==> config.mk <==
export PLATFORM = sky130hd
export DESIGN_NAME = cpu_step_stim_gen
export DESIGN_NICKNAME = d
export VERILOG_FILES = /design/src/rtl/cpu_stim_pkg.sv /design/src/rtl/cpu_step_stim_gen_prescaler.sv /design/src/rtl/cpu_step_stim_gen.sv
export SDC_FILE = /design/constraint.sdc
export NUM_CORES = 1
export LEC_CHECK = 0
export CORE_MARGIN = 3
export CORE_UTILIZATION = 55
export CTS_CLUSTER_SIZE = 10
export DETAILED_ROUTE_END_ITERATION = 7
export PLACE_DENSITY = 0.93
export RECOVER_POWER = 25
export SLEW_MARGIN = 40
export SYNTH_ARGS = -nofsm -noshare
export SYNTH_HDL_FRONTEND = slang
export SYNTH_SLANG_ARGS = --single-unit
==> constraint.sdc <==
create_clock -name clk -period 5.4 [get_ports clk]
set_input_delay 1.08 -clock clk [delete_from_list [all_inputs] [get_ports clk]]
set_output_delay 1.08 -clock clk [all_outputs]
set_load 0.01 [all_outputs]
==> src/rtl/cpu_stim_pkg.sv <==
// Shared constants for the CPU clock-step stimulus generator.
//  MODE_*  : encodings of the 2-bit mode input
//  state_t : controller FSM state encoding
package cpu_stim_pkg;

    localparam logic [1:0] MODE_FREE  = 2'd0;
    localparam logic [1:0] MODE_STEP  = 2'd1;
    localparam logic [1:0] MODE_BURST = 2'd2;
    localparam logic [1:0] MODE_HOLD  = 2'd3;

    typedef enum logic [1:0] {
        ST_IDLE  = 2'd0,
        ST_RUN   = 2'd1,
        ST_STEP  = 2'd2,
        ST_BURST = 2'd3
    } state_t;

endpackage

==> src/rtl/cpu_step_stim_gen_prescaler.sv <==
// Modulo-DIV prescaler with a terminal-count tick.
//  clk, rst_n : clock, async active-low reset
//  i_en       : advance the count this cycle
//  i_clr      : synchronous restart at 0 (wins over i_en)
//  o_tick_c   : high in the cycle the count wraps (DIV-1 -> 0), combinational
module clk_prescaler #(
    parameter int unsigned DIV = 1
) (
    input  logic clk,
    input  logic rst_n,
    input  logic i_en,
    input  logic i_clr,
    output logic o_tick_c
);

    localparam int unsigned CW = (DIV > 1) ? $clog2(DIV) : 1;
    localparam logic [CW-1:0] TERM = CW'(DIV - 1);

    logic [CW-1:0] r_cnt;

    assign o_tick_c = i_en && !i_clr && (r_cnt == TERM);

    // Free counter 0..DIV-1
    always_ff @(posedge clk or negedge rst_n) begin
        if (!rst_n) begin
            r_cnt <= '0;
        end else if (i_clr) begin
            r_cnt <= '0;
        end else if (i_en) begin
            r_cnt <= (r_cnt == TERM) ? '0 : r_cnt + CW'(1);
        end
    end

endmodule

==> src/rtl/cpu_step_stim_gen.sv <==
// CPU clock-step and selector stimulus controller.
// Derives a slow registered cpu_clk from clk in free-run, single-step or burst
// mode, and drives a loadable / auto-incrementing selector bus.
//  clk, rst_n    : system clock, async active-low reset
//  mode          : 0 FREE, 1 STEP, 2 BURST, 3 HOLD
//  step_req      : start pulse for STEP / BURST (ignored while busy)
//  burst_len     : CPU cycles per burst, sampled at start (0 acts as 1)
//  sel_auto      : enable selector auto-increment
//  sel_load      : load sel_load_val into sel (priority over auto)
//  sel_load_val  : selector load value
//  cpu_clk       : derived CPU clock
//  cpu_rise      : one-cycle pulse with each 0->1 transition of cpu_clk
//  busy          : controller not idle
//  sel           : selector bus
//  cycle_cnt     : wrapping count of cpu_clk rising edges
module cpu_step_stim_gen
    import cpu_stim_pkg::*;
#(
    parameter int unsigned SEL_W    = 5,
    parameter int unsigned SEL_DIV  = 1,
    parameter int unsigned HALF_DIV = 10,
    parameter int unsigned BURST_W  = 8,
    parameter int unsigned CNT_W    = 16
) (
    input  logic               clk,
    input  logic               rst_n,
    input  logic [1:0]         mode,
    input  logic               step_req,
    input  logic [BURST_W-1:0] burst_len,
    input  logic               sel_auto,
    input  logic               sel_load,
    input  logic [SEL_W-1:0]   sel_load_val,
    output logic               cpu_clk,
    output logic               cpu_rise,
    output logic               busy,
    output logic [SEL_W-1:0]   sel,
    output logic [CNT_W-1:0]   cycle_cnt
);

    state_t             r_state;
    logic               r_cpu_clk;
    logic               r_cpu_rise;
    logic               r_busy;
    logic [CNT_W-1:0]   r_cycle_cnt;
    logic [BURST_W-1:0] r_rem;
    logic [SEL_W-1:0]   r_sel;

    logic w_active;
    logic w_half_tick;
    logic w_sel_tick;

    assign w_active = (r_state != ST_IDLE);

    // Half-period divider: held at 0 in IDLE so every entry starts a fresh period
    clk_prescaler #(.DIV(HALF_DIV)) u_half_div (
        .clk      (clk),
        .rst_n    (rst_n),
        .i_en     (w_active),
        .i_clr    (!w_active),
        .o_tick_c (w_half_tick)
    );

    // Selector divider: frozen when auto is off, restarted by a load
    clk_prescaler #(.DIV(SEL_DIV)) u_sel_div (
        .clk      (clk),
        .rst_n    (rst_n),
        .i_en     (sel_auto),
        .i_clr    (sel_load),
        .o_tick_c (w_sel_tick)
    );

    // Controller FSM with registered outputs
    always_ff @(posedge clk or negedge rst_n) begin
        if (!rst_n) begin
            r_state     <= ST_IDLE;
            r_cpu_clk   <= 1'b0;
            r_cpu_rise  <= 1'b0;
            r_busy      <= 1'b0;
            r_cycle_cnt <= '0;
            r_rem       <= '0;
        end else begin
            r_cpu_rise <= 1'b0;
            case (r_state)
                ST_IDLE: begin
                    r_cpu_clk <= 1'b0;
                    case (mode)
                        MODE_FREE: begin
                            r_state <= ST_RUN;
                            r_busy  <= 1'b1;
                        end
                        MODE_STEP: begin
                            if (step_req) begin
                                r_state <= ST_STEP;
                                r_busy  <= 1'b1;
                            end
                        end
                        MODE_BURST: begin
                            if (step_req) begin
                                r_state <= ST_BURST;
                                r_busy  <= 1'b1;
                                r_rem   <= (burst_len == '0) ? BURST_W'(1) : burst_len;
                            end
                        end
                        MODE_HOLD: begin
                        end
                    endcase
                end
                default: begin
                    if (w_half_tick) begin
                        if (!r_cpu_clk) begin
                            r_cpu_clk   <= 1'b1;
                            r_cpu_rise  <= 1'b1;
                            r_cycle_cnt <= r_cycle_cnt + CNT_W'(1);
                        end else begin
                            // Falling edge closes a full CPU period; exits happen only here
                            r_cpu_clk <= 1'b0;
                            case (r_state)
                                ST_RUN: begin
                                    if (mode != MODE_FREE) begin
                                        r_state <= ST_IDLE;
                                        r_busy  <= 1'b0;
                                    end
                                end
                                ST_STEP: begin
                                    r_state <= ST_IDLE;
                                    r_busy  <= 1'b0;
                                end
                                ST_BURST: begin
                                    r_rem <= r_rem - BURST_W'(1);
                                    if (r_rem <= BURST_W'(1)) begin
                                        r_state <= ST_IDLE;
                                        r_busy  <= 1'b0;
                                    end
                                end
                                default: begin
                                end
                            endcase
                        end
                    end
                end
            endcase
        end
    end

    // Selector bus: load has priority over auto-increment
    always_ff @(posedge clk or negedge rst_n) begin
        if (!rst_n) begin
            r_sel <= '0;
        end else if (sel_load) begin
            r_sel <= sel_load_val;
        end else if (w_sel_tick) begin
            r_sel <= r_sel + SEL_W'(1);
        end
    end

    assign cpu_clk   = r_cpu_clk;
    assign cpu_rise  = r_cpu_rise;
    assign busy      = r_busy;
    assign sel       = r_sel;
    assign cycle_cnt = r_cycle_cnt;

endmodule
==> metrics.cfg, run 1 <==
[sta]
grt_setup_unrepaired=no
hold_violations=0
layout_min_cycle_time_ps=2800
drv_slew=0
timing.setup.tns_ps=0
fmax_mhz=357
fin_crit_sh=0.519
skew_ps=9.97
worst_slew_pin_slew_ps=1250
setup-violations-final=0
relSlewSlack=0.165

[min_path]
whs_endpoint=cycle_cnt[15]
hold_class=reg -> reg
min_from=cycle_cnt[15]
hold_depth=1

[clock_network]
cts_tree=yes
cts_buffers=5
cts.clk_slew.worst_paths_ps=70
postCtsSetupRepairBufs=0
h-tree-depth=2
postCtsHoldBufs=0
clockBufferDepth=2
cts_resized=0
clk_latency_ps=300
cts_root_buf=clkbuf_8
cts_sinks=38

[die]
start_util=0.603
die_h_um=68.1
fp.dieW_um=68.1
die-area_um2=4640
rows=21
num_io_pins=44
core-area_um2=3520

[global_route]
track_usage=0.206
grt_max_degree=30
grt_pass1_wl_um=7230
gr-total-overflow=0
antenna_found_initial=0
grt_pass1_vias=1611

[power]
p_total_mw=0.821
ir_drop_v=0.000190
leakage_nw=1.18
power_density_nw_per_um2=307

[routing]
drtPass1Iterations=4
ant_nets=0
avgRoutedWirePerCell_um=14.5
vias=1690
drtIter0Drc=160
via_per_inst=5.79
remaining_drc_errors=0
wl_um=4220

[synth]
ys.flop_type=dfrtp_1
seq_area_frac_synth=0.448
synth_edf_count=0
ys_types=52
synth_cells=199
syn_area_um2=2120
syn_avg_cell_area_um2=10.7
synth_warnings=0
synth.net_count=233
ys_ff_latch=38
async_flop_share=1.00

[placed_design]
dp.cells=284
portBuffers=43
gp_congestion=0.814
place_hpwl_um=3170
post_dp_cell_area_um2=2600

[worst_setup_path]
timing.rr.end=r_state[1]
critPathLaunchType=input pin
endpoint_kind=flip-flop
cp.required_ps=5600
worst-path-max-fanout=4
critPathKind=in -> reg
cp.arrival_ps=3000
ff2ff_setup_slack_ps=3280
r2r_cells=6
r2r-start=r_state[0]

[finish]
layout.filler_cells=262
antennaDiodeCount=0
fin_nets=279
fin_util=0.759
drive_above_1_share=0.0691
final_area_um2=2670
layout.cells.non_filler=292
syn_to_final_growth_pct=26.0

[outcome]
status=finished, final reports clean

[flow_run]
drv_cap=0

## worst max-delay path: stages
cell and delay (ps):
clkdlybuf4s50_1 540, inv_1 80, ha_1 240, o211a_1 210, a311oi_1 430, mux2_1 370
o31ai_1 60
## final cells by class
class                      instances  area [µm²]  area share
tap                               46        57.6      0.0215
inverter                          10        37.5      0.0140
timing repair buffer              44         428       0.160
sequential                        38         951       0.356
multi-input combinational        146        1100       0.413
clock inverter                     2        12.5     0.00468
clock buffer                       6        82.6      0.0309
## cells in the final DEF (no fill, tap or decap), drive strengths merged, types with 4 or more instances in the layout
| cell type | Yosys | routed |
|---|---|---|
| nor3 | 5 | 5 |
| xnor2 | 17 | 17 |
| a21oi | 6 | 6 |
| nand4 | 7 | 7 |
| o21ai | 9 | 9 |
| nor2 | 15 | 15 |
| nand2 | 15 | 15 |
| xor2 | 5 | 5 |
| dfrtp | 38 | 38 |
| ha | 14 | 14 |
| inv | 10 | 10 |
| clkbuf | 2 | 8 |
| and4 | 4 | 4 |
| and4b | 4 | 4 |
| clkdlybuf4s50 | 0 | 42 |
## layer usage
layer	up-vias	wire, µm	track usage
met5	-	0	0
met4	0	37	0.0596
met3	5	275	0.0558
met2	64	2070	0.339
met1	815	1840	0.264
li1	806	-	-
## state kept, by name, indices dropped and copies added, names as in the netlist
signal / flops
cycle_cnt: 16
r_state: 2
sel: 5
u_half_div.r_cnt: 4
busy: 1
cpu_clk: 1
r_rem: 8
cpu_rise: 1
## Yosys cell counts, types with 2 or more instances
cell	instances	area (µm²)
mux2_2	2	22.5
o32ai_1	2	17.5
nand2b_1	3	18.8
o21ai_0	8	40.0
a41oi_1	2	17.5
ha_1	14	175
mux2i_1	3	30.0
and4_1	4	35.0
xnor2_1	17	149
nor4_1	3	18.8
nor3_1	4	20.0
o31ai_1	2	15.0
a22oi_1	2	15.0
inv_1	10	37.5
nand4_1	5	31.3
nand3_1	3	15.0
xor2_1	5	43.8
clkbuf_1	2	7.51
nand2_1	15	56.3
dfrtp_1	38	951
nand4_2	2	25.0
a21oi_1	6	30.0
nor2_1	14	52.6
and4b_1	4	40.0
nor2b_1	2	12.5
## stage by stage
stage	hold slack, ps	setup WS (ps)
floorplan	458	3010
global placement	459	2390
detailed placement	465	2290
CTS	479	2610
global route	512	2510
finish	476	2600
## how the worst max path moves through the flow
stage | startpoint | end | cells past startpoint
after global routing | mode[0] | r_state[1] | 7
after detailed placement | mode[0] | r_state[1] | 7
after floorplan | mode[0] | r_state[1] | 6
after CTS | mode[0] | r_state[1] | 7
final | mode[0] | r_state[1] | 7
after global placement | mode[0] | r_state[1] | 7
## where the power goes
group	leakage (nW)	internal (mW)	switching, mW
clock	0.0472	0.103	0.101
combinational	0.659	0.128	0.113
sequential	0.471	0.326	0.0495
## cells by family after synthesis
kind of cell / count (synthesis) / share of synthesized area
simple gates: 72 / 0.215
flops: 38 / 0.448
compound gates: 32 / 0.101
xor+xnor: 22 / 0.0908
buf+inv: 15 / 0.0324
fa+ha+maj: 14 / 0.0825
mux: 6 / 0.0301
Power figures use the tool's default switching activity.
==> inputs of run 2 (changes only) <==
Settings changed: CORE_UTILIZATION 55 to 51, PLACE_DENSITY 0.93 to 0.88.
Clock period 5.4 ns to 2.8 ns, I/O delays scaled along.
==> run 2 against run 1 <==
Effect of this change: the flow now finishes with violations (capacitance limit, slew limit); combinational power is 93% higher; final area stayed put; clock skew is 7.3 ps lower; largest cell class unchanged.
==> metrics.cfg, run 2 (synthesis gave the netlist of run 1 again) <==
[worst_setup_path]
path_cells=clkdlybuf4s50_1 -> inv_1 -> ha_1 -> o211a_1 -> a311oi_1 -> mux2_1 -> o31ai_1  ; unchanged
slowest_stage=clkdlybuf4s50_1  ; unchanged
critPathKind=in -> reg  ; unchanged
cp.arrival_ps=2500  ; was 3000 ps
endpoint_kind=flip-flop  ; unchanged
cp.required_ps=3000  ; was 5600 ps
path_buf_inv=2  ; unchanged
critPathTopFamily=compound AO/OA/AOI/OAI gates  ; unchanged
worst-path-max-fanout=4  ; unchanged
critical-path-max-stage-delay_ps=540  ; about the same
critPathLaunchType=input pin  ; unchanged

[routing]
ant_nets=0  ; unchanged
maxUsedRoutingLayer=met4  ; unchanged
vias=1656  ; was 1,690
drtPass1Iterations=4  ; unchanged
avgRoutedWirePerCell_um=14.9  ; was 14.5 µm
drtIter0Drc=73  ; was 160
met3_length_um=233  ; was 275 µm
via_per_inst=5.63  ; was 5.79
remaining_drc_errors=0  ; unchanged
wl_met2_um=2090  ; was 2070 µm
wl_um=4400  ; was 4220 µm
wl_met1_um=2010  ; was 1840 µm

[clock_network]
cts_tree=yes  ; unchanged
h-tree-depth=2  ; unchanged
cts_sinks=38  ; unchanged
postCtsSetupRepairBufs=0  ; unchanged
clk_latency_ps=290  ; was 300 ps
cts_root_buf=clkbuf_8  ; unchanged
cts.clk_slew.worst_paths_ps=70  ; about the same
cts_buffers=5  ; unchanged
clockBufferDepth=2  ; unchanged
cts_resized=0  ; unchanged
postCtsHoldBufs=0  ; unchanged

[placed_design]
place_hpwl_um=3220  ; was 3170 µm
gp_congestion=0.808  ; was 0.814
portBuffers=43  ; unchanged

[die]
start_util=0.555  ; was 0.603
die-area_um2=4970  ; was 4640 µm²
core-area_um2=3830  ; was 3520 µm²
fp.dieW_um=70.5  ; was 68.1 µm
rows=22  ; was 21
die_h_um=70.5  ; was 68.1 µm
num_io_pins=44  ; unchanged

[global_route]
antenna_found_initial=0  ; unchanged
track_usage=0.188  ; was 0.206
gr-total-overflow=0  ; unchanged
grt_pass1_wl_um=7490  ; was 7230 µm
grt_max_degree=39  ; was 30
grt_pass1_vias=1583  ; was 1,611

[outcome]
status=complete, but fails checks  ; was finished, final reports clean
violations=capacitance limit, slew limit

[finish]
syn_to_final_growth_pct=26.0  ; unchanged
fin_nets=279  ; unchanged
layout_common_cells=clkdlybuf4s50_1, dfrtp_1, xnor2_1  ; unchanged
drive_above_1_share=0.0650  ; was 0.0691
antennaDiodeCount=0  ; unchanged
layout_commonest_cell=clkdlybuf4s50_1  ; unchanged
largest_register_ffs=16  ; unchanged

[power]
leakage_nw=1.19  ; was 1.18 nW
p_total_mw=1.58  ; was 0.821 mW
ir_drop_v=0.000454  ; was 0.000190 V
power_density_nw_per_um2=592  ; was 307 nW/µm²

[sta]
setup-violations-final=0  ; unchanged
fin_crit_sh=0.823
timing.setup.tns_ps=0  ; unchanged
relSlewSlack=-0.360  ; was 0.165
layout_min_cycle_time_ps=2300
drv_slew=39  ; was 0
grt_setup_unrepaired=no  ; unchanged
worst_slew_pin_slew_ps=2040  ; was 1250 ps
skew_ps=2.63  ; was 9.97 ps
fmax_mhz=434
hold_violations=0  ; unchanged

[min_path]
hold_class=reg -> reg  ; unchanged

[flow_run]
drv_cap=1  ; was 0

run 2: where the power goes:
part / internal [mW] / total [mW] / switching, mW
Clock: 0.199 / 0.388 / 0.190
Sequential: 0.629 / 0.727 / 0.0981
Combinational: 0.247 / 0.467 / 0.219
Total: 1.08 / 1.58 / 0.507
run 2: through the flow:
stage	cells	utilization	setup slack [ps]	area, µm²	hold slack, ps
after global routing	294	0.699	444	2670	524
final	294	0.699	496	2670	493
after floorplan	199	-	930	2120	264
after detailed placement	286	0.676	218	2590	486
after global placement	286	0.675	310	2580	458
after CTS	294	0.700	526	2680	242
run 2: area by class of cell:
| class | count | area [µm²] |
|---|---|---|
| clock buffers | 7 | 86.3 |
| inverters | 10 | 37.5 |
| fillers | 303 | 1150 |
| flip-flops and latches | 38 | 951 |
| clock inverters | 1 | 5.00 |
| repair buffers | 44 | 432 |
| multi-input cells | 146 | 1100 |
| well taps | 48 | 60.1 |
run 2: worst paths after layout:
check	depth (start not counted)	slack, ps	to	from
setup / recovery	7	500	r_state[1]	mode[0]
max in group asynchronous	1	780	r_rem[1]	rst_n
setup reg to reg	7	680	r_state[1]	r_state[0]
min in group asynchronous	1	840	cycle_cnt[6]	rst_n
hold reg to reg	1	490	u_half_div.r_cnt[0]	u_half_div.r_cnt[0]
hold / removal	1	490	u_half_div.r_cnt[0]	u_half_div.r_cnt[0]
run 2: worst reg2reg max path: cells and delay by family, from the launching register on:
family / cells / cell delay, ps
buffers and inverters: 2 / 330
adder cells (fa/ha/maj): 1 / 290
flip-flops: 1 / 410
multiplexers: 1 / 370
AO/OA/AOI/OAI: 3 / 630
run 2: routing by layer:
layer | track usage | up-vias
met3 | 0.0504 | 9
met4 | 0.0511 | 0
met2 | 0.311 | 50
li1 | - | 809
met5 | 0 | -
met1 | 0.244 | 788
